File: src/rtl/axi_cdc_src_guard.sv
// Outstanding-transaction limiter and isolation guard that sits in front of the AXI CDC source half.
// Payloads pass straight through; only the valid/ready handshakes are gated.

package axi_cdc_src_guard_pkg;

   typedef struct packed {
      logic [3:0]  id;
      logic [31:0] addr;
      logic [7:0]  len;
      logic [2:0]  size;
      logic [1:0]  burst;
   } ax_chan_t;

   typedef struct packed {
      logic [31:0] data;
      logic [3:0]  strb;
      logic        last;
   } w_chan_t;

   typedef struct packed {
      logic [3:0] id;
      logic [1:0] resp;
   } b_chan_t;

   typedef struct packed {
      logic [3:0]  id;
      logic [31:0] data;
      logic [1:0]  resp;
      logic        last;
   } r_chan_t;

   typedef struct packed {
      ax_chan_t aw;
      logic     aw_valid;
      w_chan_t  w;
      logic     w_valid;
      logic     b_ready;
      ax_chan_t ar;
      logic     ar_valid;
      logic     r_ready;
   } axi_req_t;

   typedef struct packed {
      logic     aw_ready;
      logic     w_ready;
      b_chan_t  b;
      logic     b_valid;
      logic     ar_ready;
      r_chan_t  r;
      logic     r_valid;
   } axi_resp_t;

endpackage

module axi_cdc_src_guard #(
   parameter int unsigned MaxWTxns = 4,
   parameter int unsigned MaxRTxns = 4,
   parameter type axi_req_t  = axi_cdc_src_guard_pkg::axi_req_t,
   parameter type axi_resp_t = axi_cdc_src_guard_pkg::axi_resp_t
) (
   input  logic      src_clk_i,
   input  logic      src_rst_i,
   input  logic      isolate_i,
   output logic      isolated_o,
   input  axi_req_t  slv_req_i,
   output axi_resp_t slv_resp_o,
   output axi_req_t  mst_req_o,
   input  axi_resp_t mst_resp_i
);

   localparam int unsigned WCntW = $clog2(MaxWTxns + 1);
   localparam int unsigned RCntW = $clog2(MaxRTxns + 1);
   localparam logic [WCntW-1:0] WMax = WCntW'(MaxWTxns);
   localparam logic [RCntW-1:0] RMax = RCntW'(MaxRTxns);

   typedef enum logic [1:0] {
      StNormal,
      StDrain,
      StIsolated
   } state_e;

   state_e            r_state;
   state_e            w_stateNext;
   logic [WCntW-1:0]  r_wCnt;
   logic [RCntW-1:0]  r_rCnt;
   logic              r_awHold;
   logic              r_arHold;
   logic              r_isolated;

   logic              w_awEn;
   logic              w_arEn;
   logic              w_wEn;
   logic              w_awFire;
   logic              w_arFire;
   logic              w_bFire;
   logic              w_rLastFire;
   logic              w_drained;

   // A held AW/AR must stay visible downstream, so a hold overrides both state and limit.
   assign w_awEn = src_rst_i | r_awHold | ((r_state == StNormal) & (r_wCnt < WMax));
   assign w_arEn = src_rst_i | r_arHold | ((r_state == StNormal) & (r_rCnt < RMax));
   assign w_wEn  = src_rst_i | (r_state != StIsolated);

   assign w_awFire    = slv_req_i.aw_valid & w_awEn & mst_resp_i.aw_ready;
   assign w_arFire    = slv_req_i.ar_valid & w_arEn & mst_resp_i.ar_ready;
   assign w_bFire     = mst_resp_i.b_valid & slv_req_i.b_ready;
   assign w_rLastFire = mst_resp_i.r_valid & slv_req_i.r_ready & mst_resp_i.r.last;

   assign w_drained = (r_wCnt == '0) & (r_rCnt == '0) & ~r_awHold & ~r_arHold;

   always_comb begin
      mst_req_o  = slv_req_i;
      slv_resp_o = mst_resp_i;

      mst_req_o.aw_valid  = slv_req_i.aw_valid & w_awEn;
      slv_resp_o.aw_ready = mst_resp_i.aw_ready & w_awEn;
      mst_req_o.ar_valid  = slv_req_i.ar_valid & w_arEn;
      slv_resp_o.ar_ready = mst_resp_i.ar_ready & w_arEn;
      mst_req_o.w_valid   = slv_req_i.w_valid & w_wEn;
      slv_resp_o.w_ready  = mst_resp_i.w_ready & w_wEn;
   end

   always_comb begin
      w_stateNext = r_state;
      unique case (r_state)
         StNormal: begin
            if (isolate_i) w_stateNext = StDrain;
         end
         StDrain: begin
            if (!isolate_i)     w_stateNext = StNormal;
            else if (w_drained) w_stateNext = StIsolated;
         end
         StIsolated: begin
            if (!isolate_i) w_stateNext = StNormal;
         end
         default: w_stateNext = StNormal;
      endcase
   end

   always_ff @(posedge src_clk_i) begin
      if (src_rst_i) begin
         r_state    <= StNormal;
         r_isolated <= 1'b0;
      end else begin
         r_state    <= w_stateNext;
         r_isolated <= (w_stateNext == StIsolated);
      end
   end

   always_ff @(posedge src_clk_i) begin
      if (src_rst_i) begin
         r_awHold <= 1'b0;
         r_arHold <= 1'b0;
      end else begin
         r_awHold <= slv_req_i.aw_valid & w_awEn & ~mst_resp_i.aw_ready;
         r_arHold <= slv_req_i.ar_valid & w_arEn & ~mst_resp_i.ar_ready;
      end
   end

   // A decrement arriving at zero is an upstream protocol error; the count just stays at zero.
   always_ff @(posedge src_clk_i) begin
      if (src_rst_i) begin
         r_wCnt <= '0;
      end else if (w_awFire && !w_bFire) begin
         r_wCnt <= r_wCnt + WCntW'(1);
      end else if (w_bFire && !w_awFire && (r_wCnt != '0)) begin
         r_wCnt <= r_wCnt - WCntW'(1);
      end
   end

   always_ff @(posedge src_clk_i) begin
      if (src_rst_i) begin
         r_rCnt <= '0;
      end else if (w_arFire && !w_rLastFire) begin
         r_rCnt <= r_rCnt + RCntW'(1);
      end else if (w_rLastFire && !w_arFire && (r_rCnt != '0)) begin
         r_rCnt <= r_rCnt - RCntW'(1);
      end
   end

   assign isolated_o = r_isolated;

   wCntUnderflow : assert property (@(posedge src_clk_i) disable iff (src_rst_i)
      !(w_bFire && !w_awFire && (r_wCnt == '0)));
   rCntUnderflow : assert property (@(posedge src_clk_i) disable iff (src_rst_i)
      !(w_rLastFire && !w_arFire && (r_rCnt == '0)));

endmodule
File: config.mk
export PLATFORM = sky130hd
export DESIGN_NAME = axi_cdc_src_guard
export DESIGN_NICKNAME = d
export VERILOG_FILES = /design/src/rtl/axi_cdc_src_guard.sv
export SDC_FILE = /design/constraint.sdc
export NUM_CORES = 1
export LEC_CHECK = 0
export CAP_MARGIN = 20
export CORE_AREA = 2 2 148 150
export CTS_BUF_LIST = sky130_fd_sc_hd__clkbuf_4 sky130_fd_sc_hd__clkbuf_8 sky130_fd_sc_hd__clkbuf_16
export CTS_CLUSTER_SIZE = 30
export DETAILED_ROUTE_END_ITERATION = 8
export DIE_AREA = 0 0 150 152
export PLACE_DENSITY = 0.53
export SLEW_MARGIN = 20
export SYNTH_ARGS = -nofsm -noshare
export SYNTH_HDL_FRONTEND = slang
export SYNTH_SLANG_ARGS = --single-unit
export TNS_END_PERCENT = 5
File: constraint.sdc
create_clock -name src_clk_i -period 2.5 [get_ports src_clk_i]
set_clock_uncertainty 0.2 [all_clocks]
set_input_delay 0.5 -clock src_clk_i [delete_from_list [all_inputs] [get_ports src_clk_i]]
set_output_delay 0.5 -clock src_clk_i [all_outputs]
set_load 0.1 [all_outputs]
==> results by group <==
Run status
  – Outcome: completed

Route
  – Total number of vias: 923
  – Remaining routing DRC violations: 0
  – Post-detailed-route count of antenna-violating nets: 0
  – Average detailed-routed wire length per instance: 14.3 µm
  – Post-DR vias/cell: around 2.4
  – DR pass1 iterations: 2
  – Post-detailed-routing wire length: around 5.6 mm
  – Detailed router's first-iteration violation count: 35

Power and ir drop
  – Overall power consumption: between 800 and 900 µW
  – Leakage power: 0.000548 µW
  – Largest vdd supply drop: 168 µV
  – Net Sw Frac: 33.9%
  – Power Internal: ~550 µW
  – Switching power total: around 280 µW
  – Logic pwr share: between 30 and 40%
  – Power share of the clock group: between 30% and 40%
  – Power per cell area: about 520 mW/mm²
  – Register share of total power: about a quarter

Global routing
  – First-pass GRT wire length: 7.15 mm
  – Aggregate global routing overflow: 0
  – Vias in the first global route: 1004
  – Initial antenna violation count: 0
  – GRT Overall Usage: between 4 and 5%
  – Largest net degree at the start of global routing: 20

Yosys
  – Number of library cell types mapped by synthesis: 27
  – Sequential area share after synthesis: about a tenth
  – Avg Cell Area, Syn: a little over 8 µm²
  – Proportion of register bits with asynchronous set or reset after synthesis: 0%
  – Number of synthesized register bits: 11
  – Share of the synthesized area in the top cell type: around two thirds
  – Biggest area contributors in the synthesized netlist: buf_4, dfxtp_1, nor2b_1
  – Ranking of synthesized cells by instance count: buf_4, dfxtp_1, nor2b_1, nor2_1, nor3_1
  – Number of warnings issued by yosys: 0
  – Post-Synthesis Net Count: roughly 450
  – Dominant register cell in the synthesized netlist: dfxtp_1
  – Leading cell type by number of instances after synthesis: buf_4
  – Cell area after synthesis: 0.00207 mm²
  – Count of mapped cells out of synthesis: 256
  – Leading area contributor after synthesis: buf_4
  – Post-synth EDFFs: 0

Worst hold path
  – WHS Path Cells: 2
  – Hold crit path type: flop to flop

CTS
  – Number of buffers created by CTS: 3
  – Max Buffers Root-to-Sink: 2
  – Clock latency on the worst-skew pair: 240 ps
  – CTS tree: yes
  – Clock sinks: 11
  – Clk Tree Root Cell: clkbuf_16
  – Hold Buf Count CTS: 0
  – Setup repair bufs after CTS: 0
  – Clock-pin slew on the worst setup and hold paths: around 40 ps
  – # H-tree levels: 1

Die
  – Die footprint: between 0.02 and 0.025 mm²
  – Number of placed I/O pins: 384
  – Die Wd: approximately 150 µm
  – Std-Cell Rows: 54
  – Initial Utilization: roughly a tenth
  – Core region area: around 0.021 mm²
  – Die height: roughly 150 µm

STA
  – Normalized max-slew margin: approximately three quarters
  – Final Max Slew Viols: 0
  – Post-route clock period utilization: between 90 and 100%
  – Hold slack final: between 300 and 400 ps
  – Setup total negative slack: 0 ps
  – Shortest clock period the worst path allows after layout: between 2000 and 2500 ps
  – Setup repair after global routing missed its margin: no
  – Total count of hold-check failures in the final report: 0
  – Final Setup Violations: 0
  – Worst Tran Pin Value: 368 ps
  – Highest attainable clock frequency: 0.423 GHz

Run
  – Max_cap viols: 0

Place
  – Number of port buffers: 25
  – Routability-driven placement congestion ratio: between 0.6 and 0.7
  – Placed wire-length estimate: around 4.6 mm

Cells and area
  – Number of nets in the final layout: ~310
  – Footprint of the multi-input gates: 479 µm²
  – Share of cells above drive strength 1: 33.6%
  – Storage cell area: 220 µm²
  – Number of diodes: 0
  – P&R area growth vs syn: -23.5%
  – Fillers: around 2.5k

Setup path
  – WP data arrival: about 2300 ps
  – Peak fanout along the critical path: 4
  – Worst R2R Path Depth: 7
  – Required time of the critical path: between 2000 and 2500 ps
  – Critical path start-end classification: flop to flop
  – Endpoint kind of the worst setup timing path: flop
  – Worst setup SP type: flop
==> flip-flops by register name, indices dropped and copies added, names as in the netlist <==
| register | cells |
|---|---|
| r_awHold | 1 |
| isolated_o | 1 |
| r_state | 2 |
| r_rCnt | 3 |
| r_arHold | 1 |
| r_wCnt | 3 |
==> metal layers <==
| metal | global-route usage (%) | wire length [µm] | part of all wire (%) | vias up |
|---|---|---|---|---|
| met5 | 0 | 0 | 0 | - |
| met4 | 8.81 | 1110 | 20 | 0 |
| met3 | 4.80 | 1270 | 23 | 100 |
| met2 | 5.41 | 2050 | 37 | 148 |
| met1 | 2.67 | 1140 | 21 | 343 |
| li1 | - | - | - | 332 |
==> what timing repair did <==
item / 4_1_cts / 5_1_grt
cloned: 0 / 0
endpoints found under the setup margin: 5 / 1
resized for setup: 8 / 4
endpoints found under the hold margin: 0 / 0
pin swaps: 1 / 0
==> placed cells by master (no fill, tap or decap), types with 3 or more instances in the layout <==
cell type / instances
buf_4: 11
mux2_1: 4
clkdlybuf4s50_1: 7
mux2i_1: 4
dfxtp_1: 11
buf_12: 11
nor3_1: 4
nor2_1: 7
clkbuf_16: 3
dlygate4sd2_1: 4
nand2_1: 4
nor2b_1: 6
==> layout make-up <==
cell class              instances  share of cell area (%)
well taps                     280                    22.1
inverters                       2                   0.474
multi-input cells              57                    30.3
clock buffers                   4                    5.21
repair buffers                 36                    28.0
flip-flops and latches         11                    13.9
==> logic make-up after synthesis <==
kind of cell	after synthesis	synth area share [%]
buf+inv	188	67.5
simple gates	38	11.1
flops	11	10.6
mux	8	4.11
compound gates	7	3.87
xor+xnor	2	0.846
fa+ha+maj	2	1.93
==> critical path: stages, from the launching register on <==
cell,delay [ps]
dfxtp_1,350
nor3_4,240
o311a_4,190
nand2_1,70
fa_2,340
or3_1,370
mux2i_1,160
mux2_1,340
==> power groups by stage <==
stage	logic [µW]	registers, µW	clock network [µW]
3_5_place_dp	309	215	0
4_1_cts	311	212	315
2_1_floorplan	1540	216	0
6_report	308	213	310
3_3_place_gp	310	215	0
5_1_grt	331	217	331
==> per-stage QoR <==
stage / cells / worst slack [ps] / util, % / cell area, µm²
floorplan: 256 / -175 / - / 2070
global placement: 386 / -293 / 6.90 / 1470
detailed placement: 386 / -339 / 6.90 / 1470
CTS: 390 / 15.9 / 7.33 / 1570
global route: 390 / 12.9 / 7.42 / 1580
finish: 390 / 136 / 7.42 / 1580
==> final timing paths <==
check             slack, ps        end      start
setup / recovery        140  r_rCnt[2]  r_rCnt[2]
hold / removal          310  r_wCnt[1]  r_wCnt[1]
setup reg to reg        140  r_rCnt[2]  r_rCnt[2]
hold reg to reg         310  r_wCnt[1]  r_wCnt[1]
(Power assumes the default switching activity.)
